===== src/rtl/sram_bus_arbiter.sv =====
// sram_bus_arbiter: shares one single-cycle SRAM between an instruction port and a data port.
// Grant is combinational (addr_ok in the request cycle); data_ok follows one cycle later.
// Build option: define ARB_ROUND_ROBIN_EN for round-robin conflict resolution. When it is
// undefined, data wins conflicts unless a 2-bit starvation counter has saturated for inst.
module sram_bus_arbiter (
  input  logic        clk,
  input  logic        rst,
  // instruction port
  input  logic        inst_req,
  input  logic        inst_wr,
  input  logic [1:0]  inst_size,
  input  logic [31:0] inst_addr,
  input  logic [31:0] inst_wdata,
  output logic [31:0] inst_rdata,
  output logic        inst_addr_ok,
  output logic        inst_data_ok,
  // data port
  input  logic        data_req,
  input  logic        data_wr,
  input  logic [1:0]  data_size,
  input  logic [31:0] data_addr,
  input  logic [31:0] data_wdata,
  output logic [31:0] data_rdata,
  output logic        data_addr_ok,
  output logic        data_data_ok,
  // shared SRAM
  output logic        sram_en,
  output logic [3:0]  sram_wen,
  output logic [31:0] sram_addr,
  output logic [31:0] sram_wdata,
  input  logic [31:0] sram_rdata
);

  logic        w_pick_inst;
  logic        w_gnt_inst;
  logic        w_gnt_data;
  logic        w_gnt_any;
  logic        w_wr;
  logic [1:0]  w_size;
  logic [31:0] w_addr;
  logic [31:0] w_wdata;
  logic [3:0]  w_wen;

  logic        r_resp_valid;
  logic        r_resp_owner;  // 1: response belongs to the data port

`ifdef ARB_ROUND_ROBIN_EN
  logic        r_last_data;   // 1: most recent grant went to data
`else
  logic [1:0]  r_starve;      // consecutive cycles inst_req was denied, saturating
`endif

  // Conflict winner: least-recently granted port, or data unless inst is starved
  always_comb begin
`ifdef ARB_ROUND_ROBIN_EN
    w_pick_inst = r_last_data;
`else
    w_pick_inst = (r_starve == 2'd3);
`endif
  end

  // Grant decision; nothing is granted while reset is held
  always_comb begin
    w_gnt_inst = 1'b0;
    w_gnt_data = 1'b0;
    if (!rst) begin
      if (inst_req && data_req) begin
        w_gnt_inst = w_pick_inst;
        w_gnt_data = ~w_pick_inst;
      end else begin
        w_gnt_inst = inst_req;
        w_gnt_data = data_req;
      end
    end
    w_gnt_any = w_gnt_inst | w_gnt_data;
  end

  // Route the winner's request fields and derive byte-lane write enables
  always_comb begin
    w_wr    = w_gnt_data ? data_wr    : inst_wr;
    w_size  = w_gnt_data ? data_size  : inst_size;
    w_addr  = w_gnt_data ? data_addr  : inst_addr;
    w_wdata = w_gnt_data ? data_wdata : inst_wdata;
    w_wen   = 4'b0000;
    if (w_gnt_any && w_wr) begin
      case (w_size)
        2'd0:    w_wen = 4'b0001 << w_addr[1:0];
        2'd1:    w_wen = 4'b0011 << {w_addr[1], 1'b0};
        default: w_wen = 4'b1111;
      endcase
    end
  end

  // Output drive: SRAM strobes and handshake flags
  always_comb begin
    sram_en      = w_gnt_any;
    sram_wen     = w_wen;
    sram_addr    = {w_addr[31:2], 2'b00};
    sram_wdata   = w_wdata;
    inst_addr_ok = w_gnt_inst;
    data_addr_ok = w_gnt_data;
    inst_data_ok = r_resp_valid & ~r_resp_owner;
    data_data_ok = r_resp_valid & r_resp_owner;
    inst_rdata   = sram_rdata;
    data_rdata   = sram_rdata;
  end

  // Response tracking: every grant produces exactly one data_ok on the next cycle
  always_ff @(posedge clk or posedge rst) begin
    if (rst) begin
      r_resp_valid <= 1'b0;
      r_resp_owner <= 1'b0;
    end else begin
      r_resp_valid <= w_gnt_any;
      r_resp_owner <= w_gnt_data;
    end
  end

`ifdef ARB_ROUND_ROBIN_EN
  // Round-robin pointer: remember which port won last; reset means inst went last
  always_ff @(posedge clk or posedge rst) begin
    if (rst) begin
      r_last_data <= 1'b0;
    end else if (w_gnt_any) begin
      r_last_data <= w_gnt_data;
    end
  end
`else
  // Starvation counter: count denied inst cycles, clear when inst is served
  always_ff @(posedge clk or posedge rst) begin
    if (rst) begin
      r_starve <= 2'd0;
    end else if (w_gnt_inst) begin
      r_starve <= 2'd0;
    end else if (inst_req && (r_starve != 2'd3)) begin
      r_starve <= r_starve + 2'd1;
    end
  end
`endif

endmodule

===== config.mk =====
export PLATFORM = sky130hd
export DESIGN_NAME = sram_bus_arbiter
export DESIGN_NICKNAME = d
export VERILOG_FILES = /design/src/rtl/sram_bus_arbiter.sv
export SDC_FILE = /design/constraint.sdc
export NUM_CORES = 1
export LEC_CHECK = 0
export CORE_AREA = 2 2 119 121
export DETAILED_ROUTE_END_ITERATION = 12
export DIE_AREA = 0 0 121 123
export SLEW_MARGIN = 10
export SYNTH_ARGS = -nofsm -noshare
export SYNTH_HDL_FRONTEND = slang
export SYNTH_SLANG_ARGS = --single-unit
export TNS_END_PERCENT = 1

===== constraint.sdc =====
create_clock -name clk -period 2.3 [get_ports clk]
set_clock_uncertainty 0.1 [all_clocks]
set_input_delay 0.23 -clock clk [delete_from_list [all_inputs] [get_ports clk]]
set_output_delay 0.23 -clock clk [all_outputs]
set_load 0.02 [all_outputs]

==> summary by stage, run 1 <==
Status
The flow ran to the end, but the final reports show violations. The final reports fail on setup timing.

Worst setup path
The endpoint identified for the worst register-to-register timing path is r_resp_owner. The kind of start point of the critical path is a flip-flop. The worst endpoint required time is just under 2 ns. Across all register-to-register paths, the minimum setup slack is around 0.80 ns. The largest fanout on the critical path is 8. STA classifies the critical path endpoint as an output pin. The number of cells traversed by the worst register-to-register path is 6. The reg-to-reg critical path startpoint is r_starve[0]. The worst setup path is of the reg -> out kind. The arrival time of the worst setup path is 2.02 ns.

Floorplanning
The die is roughly 120 µm tall. The die width is 121 µm. The number of ports placed on the die boundary is a little over 300. The total number of placement rows is 43. The placeable core region is between 10000 and 15000 µm². The die covers between 10000 and 15000 µm². For this configuration, the core starts out at a cell density of around 14%.

Place
The detailed placement HPWL is approximately 7 mm. Prior to clock tree synthesis, the placed netlist has a worst setup slack of -0.486 ns. The post-placement cell area is approximately 3700 µm².

Buffers placed on the I/O ports in this run total roughly 210. After detailed placement, the design holds a cell count of 504. The final weighted congestion in routability-driven placement is between 0.7 and 0.8.

Routing
The DRC violation count after routing is 0. The post-detailed-route wirelength per cell is about 17 µm. The number of DRC markers after the initial detailed-route iteration is 62. The count of nets left with antenna violations once routing finished came out at 0. Dividing the detail-routed via count by the number of cells gives ~3.7. The first-pass iteration count of the detailed router is 3. The detailed-route via count is 1900. The final layout contains routed wiring with a total length of 8.95 mm.

Finish
The number of diodes is 0. The finished layout holds 519 standard cells, fillers aside. The post-synthesis to final-layout area growth is 104%. At the end of the flow, the number of nets in the layout was ~500. In the final layout, the share of cells above drive strength 1 is 47.5%. Leaving out fill and tap cells, the most frequent cell in the layout is sky130_fd_sc_hd__clkdlybuf4s50_1. In the layout the commonest cells are sky130_fd_sc_hd__clkdlybuf4s50_1 (140), sky130_fd_sc_hd__mux2_4 (61), sky130_fd_sc_hd__buf_4 (39).

The post-layout instance area is 3910 µm².

Job
The number of max-capacitance violations reported is 0.

Timing
The max-slew headroom at the worst pin is about 65%. The final worst-path setup slack is -0.0512 ns. Timing would allow up to approximately 430 MHz. The final-report hold violation count is 0. The shortest period the worst path allows is about 2.4 ns. The final setup violation count is 26.

Of the available clock period, the critical path in the final layout requires 102%. The max-slew violation count is 0. For the pin with the worst max-slew slack, the measured transition is just over 0.5 ns. Setup repair after global routing could not meet its margin everywhere.

GRT
The remaining global-route overflow is 0. The overall global routing resource usage is between 10% and 20%. The first global-routing pass estimated 11.7 mm of wire.

The via count of the first global-routing pass is 1839. The initial antenna violation count is 0. The pin count of the biggest net entering global routing is 16.

Power
The power density relative to cell area is ~370 nW/µm². The largest voltage drop on the vdd net is approximately 0.31 mV. The total design power is between 1 and 1.5 mW. In this run the static leakage power is around 1.7 nW.

Synthesis
The number of distinct library cell variants in the gate-level netlist after synthesis is 28. The sequential element share of the synthesized area is under 10%. The Yosys step of the flow raised 0 warnings. The number of standard cells after synthesis is 177.

The count of state elements after synthesis is 4. The average instance in the mapped netlist occupies about 11 µm². The netlist area before placement is ~1900 µm².

Clocking
The clock-pin slew of the registers on the worst-case setup and hold paths is 0.03 ns. The total clock sinks is 4. TritonCTS built the clock tree.

In this run the deepest clock path goes through 2 buffers. The number of buffers added by the clock tree synthesis step is 3. In this run the number of H-tree levels came out at 1. The clock insertion delay at the later pin of the skew report is roughly 0.22 ns. The cell at the root of the clock tree is sky130_fd_sc_hd__clkbuf_16.

Worst hold path
The terminating pin of the worst hold path is data_rdata[10]. The worst min-delay path class is in -> out. Along the worst hold path, the cell count comes to 0. In this run the most critical hold path is launched from sram_rdata[10].
## flip-flops by register name, indices dropped and copies added (netlist names)
signal / flops
r_resp_valid: 1
r_resp_owner: 1
r_starve: 2
## power breakdown
part	switching, mW	leakage, nW	internal (mW)
Clock	0.0434	0.0370	0.222
Sequential	0.0149	0.0501	0.0877
Combinational	0.430	1.62	0.663
## synthesized netlist by cell type (all sizes together)
library cell	count	share of area, %
o221ai	2	0.91
nand2	2	0.39
nor3b	1	0.39
nor2b	1	0.33
and3	1	0.33
a2111oi	4	1.8
or2	1	0.33
and2	1	0.33
a21boi	1	0.39
conb	1	0.20
dfrtp	4	5.2
nor2	5	1.8
ha	1	0.65
a221oi	2	0.91
a21bo	1	0.85
mux2	63	49
a22o	1	0.46
inv	4	0.78
nor4	2	0.65
a32oi	1	0.46
or2b	1	0.39
nand2b	2	0.65
nor4b	2	0.91
buf	73	32
## area by class of cell
type                            instances  area [µm²]
Sequential cell                         4         100
Timing Repair Buffer                  231        2250
Clock buffer                            3        75.1
Tap cell                              180         225
Multi-Input combinational cell         97        1250
Inverter                                4        15.0
Fill cell                            1388        9700
## worst max-delay path: stages, from the launching register on
cell and delay (ns):
sky130_fd_sc_hd__dfrtp_1 0.40, sky130_fd_sc_hd__ha_4 0.19, sky130_fd_sc_hd__a21bo_4 0.23, sky130_fd_sc_hd__nor2_8 0.10, sky130_fd_sc_hd__buf_12 0.14, sky130_fd_sc_hd__buf_16 0.15, sky130_fd_sc_hd__buf_8 0.13, sky130_fd_sc_hd__mux2_4 0.31
sky130_fd_sc_hd__buf_6 0.14
## logic make-up (layout without fill, tap and decap cells)
logic type / Yosys count / after routing / synth area share, %
fa+ha+maj: 1 / 1 / 0.652
mux: 63 / 63 / 48.5
simple gates: 19 / 19 / 6.52
buf+inv: 77 / 238 / 33.1
flops: 4 / 4 / 5.22
compound gates: 12 / 12 / 5.80
other cells: 1 / 2 / 0.195
## stage by stage
step	hold WS, ns	utilization (%)	TNS (ns)
2_1_floorplan	-0.0824	-	0
3_3_place_gp	0.360	27.2	-16.87
3_5_place_dp	0.360	27.2	-17.70
5_1_grt	0.360	28.7	-2.92
6_report	0.360	28.7	-0.563
4_1_cts	0.360	28.0	-2.67
## repair_timing
item / in CTS / in global routing
resized for setup: 273 / 37
endpoints found under the hold margin: 0 / 0
hold buffers: 0 / 0
endpoints found under the setup margin: 68 / 51
pin swaps: 3 / 3
buffers inserted: 6 / 3
gates cloned: 4 / 0
## how the worst max path moves through the flow
stage                start              to
6_report       r_starve[0]  sram_wdata[19]
5_1_grt        r_starve[0]     sram_wen[0]
4_1_cts        r_starve[1]  sram_wdata[14]
3_5_place_dp      data_req     sram_wen[1]
3_3_place_gp      data_req     sram_wen[3]
2_1_floorplan  r_starve[0]     sram_wen[1]
## routing by layer
layer | vias up | routed length, µm | track usage [%]
li1 | 888 | - | -
met2 | 133 | 4360 | 17.7
met5 | - | 0 | 0
met3 | 11 | 1220 | 5.95
met1 | 868 | 3220 | 11.5
met4 | 0 | 136 | 2.47
(Power assumes the default switching activity.)
==> inputs of run 2 (changes only) <==
--- a/config.mk
+++ b/config.mk
@@ -8,6 +8,7 @@
 export CORE_AREA = 2 2 119 121
 export DETAILED_ROUTE_END_ITERATION = 12
 export DIE_AREA = 0 0 121 123
+export GPL_ROUTABILITY_DRIVEN = 1
 export SLEW_MARGIN = 10
 export SYNTH_ARGS = -nofsm -noshare
 export SYNTH_HDL_FRONTEND = slang
==> results of run 2 <==
Final layout, timing and power as in run 1 (identical DEF).
